**config.mk**
```make
export PLATFORM = sky130hd
export DESIGN_NAME = sin_dds_ctrl
export DESIGN_NICKNAME = d
export VERILOG_FILES = /design/src/rtl/sin_dds_ctrl.sv
export SDC_FILE = /design/constraint.sdc
export NUM_CORES = 1
export LEC_CHECK = 0
export ABC_AREA = 1
export CAP_MARGIN = 40
export CORE_MARGIN = 2
export CORE_UTILIZATION = 35
export DETAILED_ROUTE_END_ITERATION = 7
export GPL_TIMING_DRIVEN = 0
export HOLD_SLACK_MARGIN = 0.1
export MAX_ROUTING_LAYER = met4
export SYNTH_ARGS = -nofsm -noshare
export SYNTH_HDL_FRONTEND = slang
export SYNTH_SLANG_ARGS = --single-unit
```
**constraint.sdc**
```tcl
create_clock -name clk -period 2.55 [get_ports clk]
set_input_delay 0.255 -clock clk [delete_from_list [all_inputs] [get_ports clk]]
set_output_delay 0.255 -clock clk [all_outputs]
set_load 0.02 [all_outputs]
```
**src/rtl/sin_dds_ctrl.sv**
```systemverilog
`default_nettype none
// ============================================================================
//  Module   : sin_dds_ctrl
//  Purpose  : Direct digital synthesis sequencer for a synchronous sine ROM.
//             Keeps a phase accumulator and a frequency tuning word, drives
//             the ROM address from the top phase bits, captures the ROM read
//             data one cycle later and offers it as a valid/ready stream.
//  Revision : 1.0 - initial release
//
//  Build option:
//    SIN_DDS_ROUND_EN  defined   -> ROM address is the top AW phase bits
//                                   rounded to nearest (wraps to address 0)
//                      undefined -> ROM address is plain truncation
//
//  Ports:
//    clk           in   1            system clock, rising edge
//    rst_n         in   1            asynchronous active-low reset
//    enable        in   1            1 = generate samples continuously
//    cfg_freq      in   PHASE_WIDTH  frequency tuning word
//    cfg_valid     in   1            cfg_freq valid
//    cfg_ready     out  1            always 1 (tuning word always accepted)
//    ROM_addr      out  AW           sine ROM address (combinational from phase)
//    ROM_data      in   ROM_WIDTH    ROM read data, one clk after ROM_addr
//    sample_data   out  ROM_WIDTH    output sample
//    sample_valid  out  1            sample_data valid
//    sample_ready  in   1            consumer accepts sample
//    wrap          out  1            one-cycle pulse after an accumulator overflow
// ============================================================================
module sin_dds_ctrl #(
  parameter int ROM_DEPTH   = 256,
  parameter int ROM_WIDTH   = 12,
  parameter int PHASE_WIDTH = 32,
  localparam int AW         = $clog2(ROM_DEPTH)
) (
  input  logic                   clk,
  input  logic                   rst_n,
  input  logic                   enable,
  input  logic [PHASE_WIDTH-1:0] cfg_freq,
  input  logic                   cfg_valid,
  output logic                   cfg_ready,
  output logic [AW-1:0]          ROM_addr,
  input  logic [ROM_WIDTH-1:0]   ROM_data,
  output logic [ROM_WIDTH-1:0]   sample_data,
  output logic                   sample_valid,
  input  logic                   sample_ready,
  output logic                   wrap
);

  // --------------------------------------------------------------------------
  // State encoding
  // --------------------------------------------------------------------------
  typedef enum logic [1:0] {
    IDLE    = 2'd0,
    FETCH   = 2'd1,
    CAPTURE = 2'd2,
    OUT     = 2'd3
  } state_t;

  state_t                 state;
  state_t                 state_nxt;
  logic [PHASE_WIDTH-1:0] phase;
  logic [PHASE_WIDTH-1:0] freq;
  logic [PHASE_WIDTH:0]   phase_sum;
  logic                   advance;
  logic                   load_sample;

  // The tuning word is accepted unconditionally in every state.
  assign cfg_ready = 1'b1;

  // One extra bit so the carry out of the accumulator is visible for wrap.
  assign phase_sum = {1'b0, phase} + {1'b0, freq};

  // --------------------------------------------------------------------------
  // ROM address: derived from the phase register only, so it is stable for
  // the whole FETCH/CAPTURE/OUT span of a sample.
  // --------------------------------------------------------------------------
`ifdef SIN_DDS_ROUND_EN
  logic [AW-1:0] addr_trunc;
  logic          addr_round;

  assign addr_trunc = phase[PHASE_WIDTH-1 -: AW];
  assign addr_round = phase[PHASE_WIDTH-AW-1];
  // AW-bit addition drops the carry, giving the wrap to address 0.
  assign ROM_addr   = addr_trunc + {{(AW-1){1'b0}}, addr_round};
`else
  assign ROM_addr   = phase[PHASE_WIDTH-1 -: AW];
`endif

  // --------------------------------------------------------------------------
  // State register
  // --------------------------------------------------------------------------
  always_ff @(posedge clk or negedge rst_n) begin
    if (!rst_n) begin
      state <= IDLE;
    end else begin
      state <= state_nxt;
    end
  end

  // --------------------------------------------------------------------------
  // Next state and datapath strobes
  // --------------------------------------------------------------------------
  always_comb begin
    state_nxt   = state;
    advance     = 1'b0;
    load_sample = 1'b0;
    case (state)
      IDLE: begin
        if (enable) begin
          state_nxt = FETCH;
        end
      end
      FETCH: begin
        // ROM registers ROM[ROM_addr] at this edge.
        state_nxt = CAPTURE;
      end
      CAPTURE: begin
        // ROM_data now valid; enable is not consulted here so a sample
        // already fetched is always delivered.
        load_sample = 1'b1;
        state_nxt   = OUT;
      end
      OUT: begin
        if (sample_ready) begin
          advance   = 1'b1;
          state_nxt = enable ? FETCH : IDLE;
        end
      end
      default: begin
        state_nxt = IDLE;
      end
    endcase
  end

  // --------------------------------------------------------------------------
  // Tuning word. A load coinciding with a phase advance does not affect that
  // advance, because the adder reads the register's current value.
  // --------------------------------------------------------------------------
  always_ff @(posedge clk or negedge rst_n) begin
    if (!rst_n) begin
      freq <= '0;
    end else if (cfg_valid) begin
      freq <= cfg_freq;
    end
  end

  // --------------------------------------------------------------------------
  // Phase accumulator and overflow pulse
  // --------------------------------------------------------------------------
  always_ff @(posedge clk or negedge rst_n) begin
    if (!rst_n) begin
      phase <= '0;
      wrap  <= 1'b0;
    end else begin
      wrap <= 1'b0;
      if (advance) begin
        phase <= phase_sum[PHASE_WIDTH-1:0];
        wrap  <= phase_sum[PHASE_WIDTH];
      end
    end
  end

  // --------------------------------------------------------------------------
  // Sample register. sample_valid is high exactly while in OUT; the data is
  // only written in CAPTURE so it holds under backpressure.
  // --------------------------------------------------------------------------
  always_ff @(posedge clk or negedge rst_n) begin
    if (!rst_n) begin
      sample_data  <= '0;
      sample_valid <= 1'b0;
    end else begin
      if (load_sample) begin
        sample_data  <= ROM_data;
        sample_valid <= 1'b1;
      end else if (advance) begin
        sample_valid <= 1'b0;
      end
    end
  end

endmodule
`default_nettype wire

```
==> results.yml, run 1 <==
synthesis:
  yosys.area.top_type: "dfrtp_1"
  ys_ff_latch: 80
  syn-num-nets: 854
  yosysMostFrequentCell: "nand2_1"
  yosysUniqueCellTypes: 36
  synth_commonest_cells: "295 x nand2_1, 108 x inv_1, 80 x dfrtp_1, 41 x nand3_1, 36 x nor2_1"
  postSynthAreaPerCell_sq_um: 7.231
  synth_top_area_share_pct: 36.00
  synth_seq_area_share_pct: 36.00
  synth_cells: 769
  yosysWarningCount: 0
  netlist_area_sq_um: 5560
  synthTopCellsByArea: "dfrtp_1 36%, nand2_1 20%, ha_1 7.9%"
  synth-edff-count: 0
  synth-main-ff-cell: "dfrtp_1"
  ys_async_sr_fraction_pct: 100.0
final_layout:
  drive_gt1_share_pct: 12.73
  syn_to_final_growth_pct: 24.12
  final_cells: 1072
  final_util_pct: 43.92
  final_nets: 936
  antenna_cells: 0
die:
  die_width_um: 130.0
  die_y_um: 130.0
  rows: 46
  io_pins: 72
  initial_core_util_pct: 35.39
  die_area_sq_um: 16910
  core-area_sq_um: 15710
timing:
  relSlewSlack_pct: 65.26
  tns_ns: 0
  finalCritPeriodShare_pct: 87.48
  setup_viol_count_final: 0
  grt_setup_unrepaired: "false"
  drv_slew: 0
  hold_viol_final: 0
  min_period_ns: 2.231
  max_freq_mhz: 448.3
  skew_ns: 0.01004
  setup_ws_ns: 0.3194
  worst_pin_slew_ns: 0.5211
clock_network:
  h-tree-depth: 3
  cts.clk_slew.worst_paths_ns: 0.07
  clk_path_buf_depth: 2
  clock_latency_ns: 0.36
  postCtsSetupBuffers: 0
  root_buffer: "clkbuf_16"
  cts.sinks: 80
  cts_tree: "built"
  numCtsBuffers: 9
global_route:
  antenna_found_initial: 0
  first_global_vias: 4552
  track_usage_pct: 17.16
  grt_pass1_wl_mm: 21.74
  grt_max_degree: 47
  grt-ovfl-total: 0
placed_design:
  dp_cells: 1055
  dp_slack_ns: 0.3643
  port_buffers: 69
  gp_congestion: 0.9280
  hpwl_mm: 10.51
routing:
  drtIter0Drc: 207
  wl_per_cell_um: 12.29
  drt-total-wl_mm: 13.18
  via_per_inst: 4.470
  via_count: 4792
  ant_nets: 0
  drc: 0
  drt-pass1-iter-count: 4
setup_path:
  crit_type: "register to register"
  critical_path.slowest_cell: "fa_1"
  slowest_delay_ns: 0.46
  cp_max_fo: 5
  cp_top_family: "adder cells"
  end_kind: "register"
  cp-startpoint: "phase[0]$_DFFE_PN0P_"
  startpoint_type: "register"
  path_buf_inv: 0
  worstPathCellList: "ha_1 > fa_1 > nand3_1 > nand3_1 > a21oi_1 > o21ai_1 > nand2_1 > nand2_1 > o21ai_1"
  reg2reg_from: "phase[0]$_DFFE_PN0P_"
  cp.required_ns: 2.82
  cp.arrival_ns: 2.50
power:
  p_per_area_nw_per_um2: 1143
  p_total_w: 0.007890
  power_leakage_nw: 3.633
  ir_drop_mv: 0.4611
run_status:
  outcome: "complete, no violations"
min_path:
  hold_path_class: "input port to register"
  hp-start: "cfg_valid"
job:
  cap_violations: 0
==> worst reg2reg max path, cell delays in order, from the launching register on <==
cell and delay [ns]:
dfrtp_1 0.38, ha_1 0.25, fa_1 0.46, nand3_1 0.12
nand3_1 0.18, a21oi_1 0.34, o21ai_1 0.15, nand2_1 0.08
nand2_1 0.05, o21ai_1 0.14
==> layer usage <==
layer  GRT usage, %  vias to the layer above  wire length (um)
met5              -                        -                 0
met2          25.96                       73              5767
li1               -                     2543                 -
met4          7.400                        0               187
met3          2.829                       11               500
met1          22.77                     2165              6721
==> repair_timing <==
item,CTS,global route
hold buffers,1,0
endpoints found under the hold margin,34,0
gates resized for setup,0,0
==> stage by stage <==
stage	instance area (sq um)	hold WS [ns]
final	6902	0.3409
after global routing	6902	0.3693
after CTS	6902	0.3571
after detailed placement	6546	0.2392
after global placement	6521	0.4556
after floorplan	5560	-0.04059
==> where the power goes <==
part	switching, W	leakage, nW	internal [W]
logic	0.00269	2.50	0.00175
clock network	0.000545	0.167	0.000963
registers	0.000258	0.968	0.00169
total	0.00349	3.63	0.00440
==> registers in the layout (all words and copies together), names as in the netlist <==
register,count
freq,32
phase,32
sample_data,12
sample_valid,1
state,2
wrap,1
==> layout make-up <==
type                       instances  area [sq um]
inverter                         117         439.2
sequential                        80          2002
timing repair buffer              71         725.7
clock buffer                      10         229.0
multi-input combinational        551          2999
clock inverter                     6         116.4
buffer                            21         120.1
tap                              216         270.3
fill                            1585          8811
==> worst paths after layout <==
check / endpoint / slack [ns] / cells past startpoint
max: phase[16]$_DFFE_PN0P_ / 0.32 / 9
min: freq[14]$_DFFE_PN0P_ / 0.34 / 2
max reg2reg: phase[16]$_DFFE_PN0P_ / 0.32 / 9
min reg2reg: sample_valid$_DFFE_PN0P_ / 0.47 / 2
max in group asynchronous: freq[27]$_DFFE_PN0P_ / 1.57 / 3
min in group asynchronous: freq[4]$_DFFE_PN0P_ / 0.39 / 2
==> kinds of logic (layout without fill, tap and decap cells) <==
group	Yosys count	in the layout	synth area share [%]
other	1	1	0.06744
DFF	80	80	36.00
AOI/OAI and AO/OA	50	50	4.861
xor gates and xnor gates	13	13	2.048
buffers and inverters	138	225	10.06
and+or+nand+nor	419	419	32.25
adders and majority gates	36	36	8.236
muxes	32	32	6.481
==> cells in the final DEF (no fill, tap or decap), types with 2 or more instances in the layout <==
cell type	Yosys	final
o22ai_1	2	2
o21bai_1	3	3
clkbuf_16	0	9
nand3_1	41	41
nor3_2	3	3
clkdlybuf4s50_1	0	68
o21ai_1	9	9
nor2_4	2	2
dfrtp_1	80	80
a21oi_2	2	2
clkbuf_1	6	7
nand3_2	6	6
nor2_1	36	36
ha_1	35	35
nor2_2	8	8
mux2_2	30	30
nand2_2	17	17
mux2_1	2	2
buf_2	6	6
buf_4	9	10
nand3b_1	3	3
o21ai_0	8	8
nand2_1	295	295
inv_2	8	8
xnor2_1	12	12
inv_1	108	108
nand4_1	3	3
a21oi_1	25	25
bufinv_16	0	3
clkinv_4	0	2
Note: power is estimated with default switching activity, not from simulation.
==> run 2, diff against run 1 <==
CORE_ASPECT_RATIO = 0.75   (was not set)
==> run 2 against run 1 <==
  * Routed wire length is 7.8% higher
  * Critical path depth up 1
  * Combinational power rose by 2%
  * Non-clock buffer count did not move
  * Clock skew shrank 0.0037 ns
  * Critical path type unchanged
  * Sequential share of layout area is 0.063 points higher
==> results.yml, run 2 (synthesis gave the netlist of run 1 again) <==
run_status:
  outcome: "complete, no violations"
power:
  ir_drop_mv: 0.5583
  switching_share_pct: 45.01
  comb_power_share_pct: 56.7
  power_frac_clock_pct: 18.9
  power_leakage_nw: 3.629
  p_per_area_nw_per_um2: 1161
  intPower_w: 0.004397
  seqPwrFrac_pct: 24.4
  power_switching_w: 0.003599
setup_path:
  path_common_cell: "nand3_1"
  slowest_delay_ns: 0.46
  crit_type: "register to register"
  cp_max_fo: 5
  r2r_slack_ns: 0.36
  path_buf_inv: 0
  startpoint_type: "register"
  cp-startpoint: "phase[0]$_DFFE_PN0P_"
  worstPathCellList: "ha_1 > fa_1 > nand3_1 > nand3_1 > nand3_1 > nand3_2 > nand3_1 > nand3_1 > nand3_1 > nand2_1"
  critical_path.slowest_cell: "fa_1"
  cp_top_family: "simple AND/OR/NAND/NOR gates"
  cp.required_ns: 2.79
  reg2reg_from: "phase[0]$_DFFE_PN0P_"
  end_kind: "register"
  cp.arrival_ns: 2.43
die:
  rows: 39
  die_area_sq_um: 16920
  initial_core_util_pct: 36.17
  core-area_sq_um: 15370
  io_pins: 72
  die_width_um: 149.5
  die_y_um: 113.2
timing:
  hold_viol_final: 0
  grt_setup_unrepaired: "false"
  max_freq_mhz: 456.3
  hold_slack_ns: 0.2943
  setup_viol_count_final: 0
  min_period_ns: 2.191
  finalCritPeriodShare_pct: 85.94
  worst_pin_slew_ns: 0.5938
  drv_slew: 0
  relSlewSlack_pct: 60.41
  skew_ns: 0.006371
  tns_ns: 0
min_path:
  hold_path_class: "input port to register"
  hp-start: "cfg_valid"
clock_network:
  cts_tree: "built"
  cts.clk_slew.worst_paths_ns: 0.06
  cts-resized-gates: 0
  numCtsBuffers: 9
  cts.sinks: 80
  root_buffer: "clkbuf_16"
  clk_path_buf_depth: 2
  h-tree-depth: 3
  clock_latency_ns: 0.35
routing:
  drt-pass1-iter-count: 5
  drc: 0
  ant_nets: 0
  via_count: 4829
  drtIter0Drc: 266
  wl_per_cell_um: 13.39
  drt-total-wl_mm: 14.21
  via_per_inst: 4.551
job:
  cap_violations: 0
final_layout:
  antenna_cells: 0
  multiInputGateArea_sq_um: 2999
  final_cell_mix: "295 x nand2_1, 108 x inv_1, 80 x dfrtp_1"
  final_nets: 936
  syn_to_final_growth_pct: 23.85
  layout_commonest_cell: "nand2_1"
  largest_registers: "freq x32, phase x32, sample_data x12"
  drive_gt1_share_pct: 12.73
  fill_cells: 1617
  regArea_sq_um: 2002
placed_design:
  port_buffers: 69
  gp_congestion: 0.9191
  hpwl_mm: 11.37
global_route:
  grt_max_degree: 56
  first_global_vias: 4713
  grt_pass1_wl_mm: 24.43
  grt-ovfl-total: 0
  antenna_found_initial: 0
  track_usage_pct: 18.97
-- run 2: cell count changes in the layout (fill, tap and decap cells not counted), sizes merged --
cell,before,now
clkinv,3,2
clkinvlp,0,1
-- run 2: power groups by stage --
| stage | logic [W] | clock network, W | registers, W |
|---|---|---|---|
| final | 0.00453 | 0.00151 | 0.00195 |
| after detailed placement | 0.00452 | 0 | 0.00197 |
| after global placement | 0.00448 | 0 | 0.00195 |
| after global routing | 0.00516 | 0.00160 | 0.00201 |
| after CTS | 0.00454 | 0.00154 | 0.00195 |
| after floorplan | 0.00315 | 0 | 0.00203 |
-- run 2: routing by layer --
layer  share of wire, %  GRT usage (%)  wire length (um)  up-vias
met4                1.3          4.444               184        0
met1                 54          28.48              7701     2157
li1                   -              -                 -     2536
met2                 38          25.29              5415      119
met3                6.4          4.637               908       17
met5                  0              -                 0        -
-- run 2: layout make-up --
cell class	count	area share, %
multi-input cells	551	43.55
flip-flops and latches	80	29.07
repair buffers	71	10.54
inverters	117	6.377
well taps	205	3.725
clock buffers	10	3.325
plain buffers	21	1.744
clock inverters	6	1.672
-- run 2: final timing paths --
path | end | cells past startpoint
max | phase[20]$_DFFE_PN0P_ | 10
min | freq[31]$_DFFE_PN0P_ | 2
max reg2reg | phase[20]$_DFFE_PN0P_ | 10
min reg2reg | sample_data[10]$_DFFE_PN0P_ | 2
max in group asynchronous | phase[21]$_DFFE_PN0P_ | 3
min in group asynchronous | freq[14]$_DFFE_PN0P_ | 2
-- run 2: through the flow --
| stage | util [%] | setup WS, ns | cell area, sq um | instances | power [W] |
|---|---|---|---|---|---|
| 4_1_cts | 44.80 | 0.3637 | 6887 | 1061 | 0.008040 |
| 3_5_place_dp | 42.50 | 0.3781 | 6533 | 1044 | 0.006483 |
| 2_1_floorplan | - | 0.7413 | 5560 | 769 | 0.005182 |
| 6_report | 44.80 | 0.3585 | 6887 | 1061 | 0.007996 |
| 5_1_grt | 44.80 | 0.2136 | 6887 | 1061 | 0.008767 |
| 3_3_place_gp | 42.34 | -1.775 | 6507 | 1043 | 0.006435 |
-- run 2: what timing repair did --
| item | in CTS | in global routing |
|---|---|---|
| endpoints found under the hold margin | 25 | 0 |
| setup buffers | 0 | 0 |
| hold buffers | 1 | 0 |
-- run 2: worst reg2reg max path, cell delays in order (launching register included) --
cell,delay (ns)
dfrtp_1,0.39
ha_1,0.25
fa_1,0.46
nand3_1,0.11
nand3_1,0.19
nand3_1,0.15
nand3_2,0.15
nand3_1,0.16
nand3_1,0.08
nand3_1,0.08
nand2_1,0.06
